==> src/rtl/conv_result_capture.sv <==
// Capture side of the convolution result stream: frame checking, result buffer and read port.
// Defining CONV_CHECKSUM_EN adds a running 16-bit sum of the accepted elements.
module conv_result_capture #(
  parameter int unsigned ACC_WIDTH = 12,
  parameter int unsigned OUT_M     = 8,
  parameter int unsigned OUT_N     = 10
) (
  input  logic                                 clk,
  input  logic                                 rst_n,
  input  logic                                 clear,
  input  logic                                 in_valid,
  input  logic [ACC_WIDTH-1:0]                 in_elem,
  input  logic                                 in_row_end,
  input  logic                                 in_last,
  input  logic [3:0]                           in_row_idx,
  input  logic [3:0]                           in_col_idx,
  input  logic                                 rd_en,
  input  logic [3:0]                           rd_row,
  input  logic [3:0]                           rd_col,
  output logic [ACC_WIDTH-1:0]                 rd_data,
  output logic                                 rd_valid,
  output logic                                 capturing,
  output logic                                 frame_done,
  output logic                                 frame_err,
  output logic [$clog2(OUT_M*OUT_N+1)-1:0]     elem_count,
  output logic [ACC_WIDTH-1:0]                 max_elem,
  output logic [3:0]                           max_row,
  output logic [3:0]                           max_col,
  output logic [15:0]                          checksum
);

  localparam int unsigned Depth = OUT_M * OUT_N;
  localparam int unsigned AddrW = $clog2(Depth);
  localparam int unsigned CntW  = $clog2(Depth + 1);

  typedef enum logic [1:0] {StIdle, StCapt, StDone, StErr} state_e;

  state_e               state_q, state_d;
  logic [3:0]           exp_row_q, exp_row_d;
  logic [3:0]           exp_col_q, exp_col_d;
  logic [CntW-1:0]      count_q, count_d;
  logic [ACC_WIDTH-1:0] max_q, max_d;
  logic [3:0]           max_row_q, max_row_d;
  logic [3:0]           max_col_q, max_col_d;

  logic [ACC_WIDTH-1:0] mem [Depth];
  logic                 last_col, last_row, beat_legal, wr_en, rd_in_range;
  logic [AddrW-1:0]     wr_addr, rd_addr;

  assign last_col   = (exp_col_q == 4'(OUT_N - 1));
  assign last_row   = (exp_row_q == 4'(OUT_M - 1));
  assign beat_legal = (in_row_idx == exp_row_q) && (in_col_idx == exp_col_q) &&
                      (in_row_end == last_col) && (in_last == (last_row && last_col));
  assign wr_addr    = AddrW'(exp_row_q) * AddrW'(OUT_N) + AddrW'(exp_col_q);
  assign rd_addr    = AddrW'(rd_row) * AddrW'(OUT_N) + AddrW'(rd_col);
  assign rd_in_range = (rd_row < 4'(OUT_M)) && (rd_col < 4'(OUT_N));

  always_comb begin
    state_d   = state_q;
    exp_row_d = exp_row_q;
    exp_col_d = exp_col_q;
    count_d   = count_q;
    max_d     = max_q;
    max_row_d = max_row_q;
    max_col_d = max_col_q;
    wr_en     = 1'b0;
    if (clear) begin
      // clear beats any coincident element, which is simply dropped
      state_d   = StCapt;
      exp_row_d = '0;
      exp_col_d = '0;
      count_d   = '0;
      max_d     = '0;
      max_row_d = '0;
      max_col_d = '0;
    end else if (in_valid) begin
      case (state_q)
        StCapt: begin
          if (beat_legal) begin
            wr_en   = 1'b1;
            count_d = count_q + 1'b1;
            if (last_col) begin
              exp_col_d = '0;
              exp_row_d = exp_row_q + 4'd1;
            end else begin
              exp_col_d = exp_col_q + 4'd1;
            end
            if ((in_elem > max_q) || (count_q == '0)) begin
              max_d     = in_elem;
              max_row_d = exp_row_q;
              max_col_d = exp_col_q;
            end
            if (in_last) state_d = StDone;
          end else begin
            state_d = StErr;
          end
        end
        StDone:  state_d = StErr;
        default: ;
      endcase
    end
  end

  always_ff @(posedge clk or negedge rst_n) begin
    if (!rst_n) begin
      state_q   <= StIdle;
      exp_row_q <= '0;
      exp_col_q <= '0;
      count_q   <= '0;
      max_q     <= '0;
      max_row_q <= '0;
      max_col_q <= '0;
    end else begin
      state_q   <= state_d;
      exp_row_q <= exp_row_d;
      exp_col_q <= exp_col_d;
      count_q   <= count_d;
      max_q     <= max_d;
      max_row_q <= max_row_d;
      max_col_q <= max_col_d;
    end
  end

  always_ff @(posedge clk) begin
    if (wr_en) mem[wr_addr] <= in_elem;
  end

  // Read samples the array before the same-edge write lands, so it returns old data
  always_ff @(posedge clk or negedge rst_n) begin
    if (!rst_n) begin
      rd_valid <= 1'b0;
      rd_data  <= '0;
    end else begin
      rd_valid <= rd_en;
      if (rd_en) rd_data <= rd_in_range ? mem[rd_addr] : '0;
    end
  end

`ifdef CONV_CHECKSUM_EN
  logic [15:0] sum_q;
  always_ff @(posedge clk or negedge rst_n) begin
    if (!rst_n) begin
      sum_q <= '0;
    end else if (clear) begin
      sum_q <= '0;
    end else if (wr_en) begin
      sum_q <= sum_q + 16'(in_elem);
    end
  end
  assign checksum = sum_q;
`else
  assign checksum = '0;
`endif

  assign capturing  = (state_q == StCapt);
  assign frame_done = (state_q == StDone);
  assign frame_err  = (state_q == StErr);
  assign elem_count = count_q;
  assign max_elem   = max_q;
  assign max_row    = max_row_q;
  assign max_col    = max_col_q;

endmodule

==> config.mk <==
export PLATFORM = sky130hd
export DESIGN_NAME = conv_result_capture
export DESIGN_NICKNAME = d
export VERILOG_FILES = /design/src/rtl/conv_result_capture.sv
export SDC_FILE = /design/constraint.sdc
export NUM_CORES = 1
export LEC_CHECK = 0
export CAP_MARGIN = 30
export CORE_ASPECT_RATIO = 1.25
export CORE_MARGIN = 2
export CORE_UTILIZATION = 40
export DETAILED_ROUTE_END_ITERATION = 12
export RECOVER_POWER = 100
export SETUP_SLACK_MARGIN = 0.4
export SYNTH_ARGS = -nofsm -noshare
export SYNTH_HDL_FRONTEND = slang
export SYNTH_SLANG_ARGS = --single-unit
export TNS_END_PERCENT = 20
==> constraint.sdc <==
create_clock -name clk -period 3.4 [get_ports clk]
set_clock_uncertainty 0.2 [all_clocks]
set_input_delay 0.51 -clock clk [delete_from_list [all_inputs] [get_ports clk]]
set_output_delay 0.51 -clock clk [all_outputs]
set_load 0.02 [all_outputs]
==> metrics.yaml, run 1 <==
placement:
  portBuffers: 77
  place_congestion: 0.838
  place_ws_ns: -0.828
  dp_hpwl_um: 66500
cts:
  cts_tree: "built"
  clk_latency_ns: 0.68
  cts_buffers: 98
  clockBufferDepth: 3
  ctsHtreeMaxLevel: 3
  cts_root_buf: "clkbuf_16"
  cts.sinks: 1010
  clk_pin_slew_ns: 0.07
route:
  ant_nets: 0
  drc: 0
  vias: 21600
  viasPerCell: 5.67
  wl_per_cell_um: 28.4
  wirelength_um: 108000
  dr.pass1.iters: 5
  drtIter0Drc: 2495
timing:
  final_hold_viol_count: 0
  period_share: 0.953
  finalMaxSlewViolations: 695
  fin_crit_ns: 3.24
  worst_pin_slew_ns: 2.34
  setup_violations: 0
  fin_tns_setup_ns: 0
  rsz0062_at_grt: "yes"
  timing.fmax_mhz: 308
  fin_ws_ns: 0.158
  maxSlewHeadroom: -0.557
finish:
  seqCellArea_sq_um: 30100
  layout-drive-gt1-share: 0.340
  synthToLayoutAreaGrowth_pct: 24.3
  multiInputGateArea_sq_um: 10400
  fin_nets: 2473
  fillCellCount: 7970
logic_synthesis:
  yosys_warnings: 0
  yosys-top-cells-area: "edfxtp_1, mux4_2, dfrtp_1, a22oi_1, nor2_1"
  yosys_register_bits: 1010
  yosysSeqAreaShare: 0.745
  mappedNetlistArea_sq_um: 40400
  ys_types: 72
  syn_inst: 2005
  synth_edf_count: 960
  post-synth-top-count-cell: "edfxtp_1"
  avgSynthCellArea_sq_um: 20.1
  synthArstFlopShare: 0.0495
  ys.flop_type: "edfxtp_1"
  synth_top_area_frac: 0.714
  synth_top_area_cell: "edfxtp_1"
  synth_top_cells_by_count: "edfxtp_1, mux4_2, nor2_1"
setup_path:
  path_class: "in2reg"
  crit_fanout: 7
  cp-end-kind: "flip-flop"
  crit_family: "buffers and inverters"
  arrival_ns: 3.66
  worstPathCellList: "clkdlybuf4s50_1 > ha_1 > ha_1 > fa_1 > or3_1 > nand2_2 > buf_6 > bufbuf_16 > nor3_1 > a311oi_1 > a21o_1"
  cpMostUsedCell: "ha_1"
  critPathSlowestCell: "clkdlybuf4s50_1"
  crit_required_ns: 3.81
  start_kind: "input pin"
  cp_num_buf_inv: 3
  cpPeakStageDelay_ns: 0.51
global_routing:
  track_usage: 0.210
  grt_pass1_vias: 22100
  grt_pass1_wl_um: 156000
  grt_max_degree: 82
  antenna_found_initial: 2
  grt_overflow: 0
die:
  top_level_ports: 94
  start_util: 0.403
  rows: 130
  core_sq_um: 100000
  fp.dieW_um: 288
  die_y_um: 359
  dieArea_sq_um: 104000
status:
  status: "finished, violations left"
  violations: "max-capacitance violations, max-slew violations"
pwr:
  peakVddDrop_mv: 0.428
  powerDensity_nw_per_um2: 557
  p_leak_nw: 16.5
flow_run:
  max-cap-violations: 12
worst_hold_path:
  hp-class: "in2reg"
[final cells by class]
class / count / area share
Timing Repair Buffer: 403 / 0.0946
Clock buffer: 115 / 0.0501
Antenna cell: 2 / 0.0000997
Inverter: 30 / 0.00224
Multi-Input combinational cell: 862 / 0.207
Clock inverter: 68 / 0.0140
Sequential cell: 1010 / 0.599
Tap cell: 1320 / 0.0329
[registers in the layout, summed over array words and instances, names as in the netlist]
signal and count:
exp_row_q 4, rd_valid 1, mem 960, rd_data 12, max_col 4, exp_col_q 4
max_row 4, state_q 2, elem_count 7, max_elem 12
[path summary, 6_finish.rpt]
kind / startpoint / end / slack (ns) / cells after the start
min in group asynchronous: rst_n / state_q[1] / 0.83 / 2
max in group asynchronous: rst_n / rd_valid / 0.71 / 3
max reg2reg: exp_row_q[1] / mem[46][9] / 0.19 / 12
min reg2reg: max_elem[1] / max_elem[1] / 0.32 / 2
max: rd_row[3] / rd_data[10] / 0.16 / 11
min: in_elem[0] / mem[15][0] / 0.08 / 2
[power breakdown]
group / switching, mW / internal [mW]
combinational: 1.85 / 1.50
sequential: 0.0574 / 13.7
clock: 4.67 / 6.23
[cells by family after synthesis]
| family | after synthesis | share of synthesized area |
|---|---|---|
| and+or+nand+nor | 309 | 0.0386 |
| xor gates and xnor gates | 22 | 0.00496 |
| AOI/OAI and AO/OA | 222 | 0.0406 |
| adders and majority gates | 33 | 0.0110 |
| buffers and inverters | 148 | 0.0177 |
| other | 1 | 0.0000928 |
| muxes | 260 | 0.143 |
| DFF | 1010 | 0.745 |
[placed cells by master (no fill, tap or decap), types with 15 or more instances in the layout]
| cell | netlist | final |
|---|---|---|
| nand2_1 | 87 | 79 |
| buf_12 | 0 | 98 |
| a21oi_1 | 40 | 27 |
| buf_4 | 26 | 156 |
| clkbuf_1 | 53 | 42 |
| clkinv_1 | 0 | 29 |
| mux4_2 | 252 | 252 |
| nand4_1 | 21 | 22 |
| nor2_1 | 104 | 50 |
| clkbuf_16 | 0 | 102 |
| dlygate4sd3_1 | 0 | 46 |
| ha_1 | 29 | 23 |
| clkbuf_2 | 1 | 17 |
| edfxtp_1 | 960 | 960 |
| inv_1 | 30 | 30 |
| clkdlybuf4s50_1 | 0 | 15 |
| conb_1 | 1 | 16 |
| nor2_4 | 1 | 52 |
| dfrtp_1 | 50 | 48 |
| o311ai_0 | 13 | 15 |
| a22oi_1 | 88 | 77 |
| nand3_1 | 20 | 21 |
| buf_6 | 3 | 18 |
[layer usage]
layer	wire (um)	track usage	part of all wire	vias up
li1	-	-	-	9126
met5	0	0	0	-
met4	3330	0.0716	0.031	0
met1	43500	0.287	0.40	11500
met2	53900	0.344	0.50	832
met3	7380	0.0333	0.068	140
[per-stage QoR]
step                      power (mW)  hold slack [ns]  utilization  cell area (sq um)  std cells
after floorplan                 15.3           0.0144            -              40900       2020
after global placement          16.8            0.299        0.453              45500       3548
after detailed placement        16.8            0.304        0.453              45500       3548
after CTS                       28.1           0.0881        0.501              50300       3800
after global routing            28.7           0.0921        0.500              50200       3808
final                           28.0           0.0763        0.500              50200       3810
[what timing repair did]
| item | CTS | global route |
|---|---|---|
| pin swaps | 35 | 9 |
| endpoints found under the hold margin | 38 | 0 |
| buffers inserted | 51 | 1 |
| gates resized for setup | 124 | 44 |
| cloned | 16 | 5 |
| setup endpoints to repair | 973 | 977 |
| hold buffers | 2 | 0 |
(Power assumes the default switching activity.)
==> run 2, diff against run 1 <==
--- a/config.mk
+++ b/config.mk
@@ -9,6 +9,7 @@
 export CORE_ASPECT_RATIO = 1.25
 export CORE_MARGIN = 2
 export CORE_UTILIZATION = 40
+export CTS_CLUSTER_SIZE = 30
 export DETAILED_ROUTE_END_ITERATION = 12
 export RECOVER_POWER = 100
 export SETUP_SLACK_MARGIN = 0.4
==> constraint.sdc (replaced) <==
create_clock -name clk -period 3.4 [get_ports clk]
set_clock_uncertainty 0.2 [all_clocks]
set_input_delay 0.34 -clock clk [delete_from_list [all_inputs] [get_ports clk]]
set_output_delay 0.34 -clock clk [all_outputs]
set_load 0.02 [all_outputs]
==> metrics.yaml, run 2 (synthesis gave the netlist of run 1 again) <==
pwr:
  p_total_mw: 27.9
  peakVddDrop_mv: 0.365
  p_leak_nw: 16.4
  powerDensity_nw_per_um2: 559
placement:
  dp_hpwl_um: 66500
  place_congestion: 0.878
  portBuffers: 77
  place_area_sq_um: 45200
timing:
  worst_pin_slew_ns: 2.23
  finalMaxSlewViolations: 640
  period_share: 0.952
  rsz0062_at_grt: "yes"
  maxSlewHeadroom: -0.486
  fin_crit_ns: 3.24
  final_hold_viol_count: 0
  fin_tns_setup_ns: 0
  setup_violations: 0
  timing.fmax_mhz: 309
setup_path:
  arrival_ns: 3.59
  path_depth: 11
  crit_required_ns: 3.75
  path_class: "in2reg"
  worstPathCellList: "dlygate4sd2_1 > ha_4 > fa_4 > buf_12 > buf_16 > bufbuf_16 > mux4_2 > a22oi_1 > a21oi_1 > a211oi_1 > o311ai_1"
  cpPeakStageDelay_ns: 0.80
  critPathSlowestCell: "fa_4"
  cp_num_buf_inv: 4
  r2r_cells: 11
  crit_fanout: 16
  start_kind: "input pin"
  crit_family: "compound AO/OA/AOI/OAI gates"
  cp-end-kind: "flip-flop"
cts:
  clk_latency_ns: 0.69
  clk_pin_slew_ns: 0.06
  cts_buffers: 95
  clockBufferDepth: 3
  cts_tree: "built"
  ctsHtreeMaxLevel: 3
  cts_root_buf: "clkbuf_16"
  cts.sinks: 1010
die:
  core_sq_um: 100000
  die_y_um: 359
  dieArea_sq_um: 104000
  top_level_ports: 94
  rows: 130
  fp.dieW_um: 288
  start_util: 0.403
status:
  status: "finished, violations left"
  violations: "max-capacitance violations, max-slew violations"
flow_run:
  max-cap-violations: 10
global_routing:
  grt_pass1_vias: 22000
  track_usage: 0.206
  grt_overflow: 0
  grt_pass1_wl_um: 154000
  antenna_found_initial: 7
  grt_max_degree: 82
route:
  wirelength_um: 107000
  dr.pass1.iters: 5
  vias: 21600
  drtIter0Drc: 2290
  ant_nets: 0
  viasPerCell: 5.67
  wl_per_cell_um: 28.1
  drc: 0
finish:
  layout_commonest_cell: "edfxtp_1"
  synthToLayoutAreaGrowth_pct: 23.8
  fin_area_sq_um: 50000
  fin_util: 0.498
  largest_reg_flops: 960
  largest_register: "mem"
  layout_common_cells: "edfxtp_1, mux4_2, buf_4, clkbuf_16, buf_12"
  layout-drive-gt1-share: 0.347
  fin_nets: 2471
worst_hold_path:
  hp-class: "in2reg"
  whs_path_depth: 2
==> run 2: cell count changes in the layout (fill, tap and decap cells not counted), moves of 10 or more <==
cell	previous run	this run
a21oi_2	12	1
clkinv_1	29	16
nor2_1	50	40
a21oi_1	27	38
buf_12	98	85
clkinv_2	11	22
buf_6	18	32
==> run 2: power by group <==
part	leakage (nW)	switching (mW)	internal, mW
Combinational	5.55	1.79	1.35
Sequential	9.30	0.0617	13.6
Clock	1.59	4.72	6.36
Total	16.4	6.57	21.4
==> run 2: what timing repair did <==
item,4_1_cts,5_1_grt
cloned,4,12
endpoints found under the setup margin,972,980
hold buffers,4,1
endpoints found under the hold margin,59,17
pin swaps,35,7
setup buffers,51,5
gates resized for setup,102,102
==> run 2: final cells by class <==
cell class	count	area [sq um]
fill	7970	50400
timing repair buffer	404	4420
multi-input combinational	862	10500
clock inverter	66	732
inverter	30	113
tap	1320	1650
clock buffer	113	2540
sequential	1010	30100
antenna	1	2.50
==> run 2: worst reg2reg max path, delay by kind of cell (launching register included) <==
kind	cells	cell delay (ns)
flops	1	0.43
fa+ha+maj	3	0.94
buf+inv	3	0.40
simple gates	5	0.96
==> run 2: path summary, 6_finish.rpt <==
| check | from | endpoint | slack (ns) |
|---|---|---|---|
| worst max-delay path | rd_row[0] | rd_data[7] | 0.16 |
| worst min-delay path | clear | exp_col_q[2] | 0.12 |
| worst max register to register | exp_row_q[3] | mem[75][1] | 0.16 |
| worst min register to register | max_col[2] | max_col[2] | 0.32 |
| max in group asynchronous | rst_n | exp_row_q[1] | 0.43 |
| min in group asynchronous | rst_n | elem_count[5] | 0.32 |
==> run 2: layer usage <==
metal / share of wire / track usage
met2: 0.51 / 0.343
met3: 0.066 / 0.0338
met5: 0 / 0
met4: 0.028 / 0.0627
met1: 0.39 / 0.279
==> run 2: metrics by stage <==
stage | setup WS (ns) | std cells | hold slack [ns]
6_report | 0.162 | 3806 | 0.118
3_5_place_dp | -0.746 | 3545 | 0.300
3_3_place_gp | -0.724 | 3545 | 0.301
5_1_grt | 0.106 | 3805 | 0.164
4_1_cts | 0.291 | 3783 | 0.0729
2_1_floorplan | 0.111 | 2020 | -0.156
==> run 3, diff against run 2 <==
==> constraint.sdc (replaced) <==
create_clock -name clk -period 3.4 [get_ports clk]
set_clock_uncertainty 0.2 [all_clocks]
set_input_delay 0.34 -clock clk [delete_from_list [all_inputs] [get_ports clk]]
set_output_delay 0.34 -clock clk [all_outputs]
set_load 0.05 [all_outputs]
==> results of run 3 <==
Same layout as run 2 (identical final DEF). Status: finished, violations left: max-capacitance violations, max-slew violations.
Main changes from that run: total power 27.9 mW -> 28.0 mW
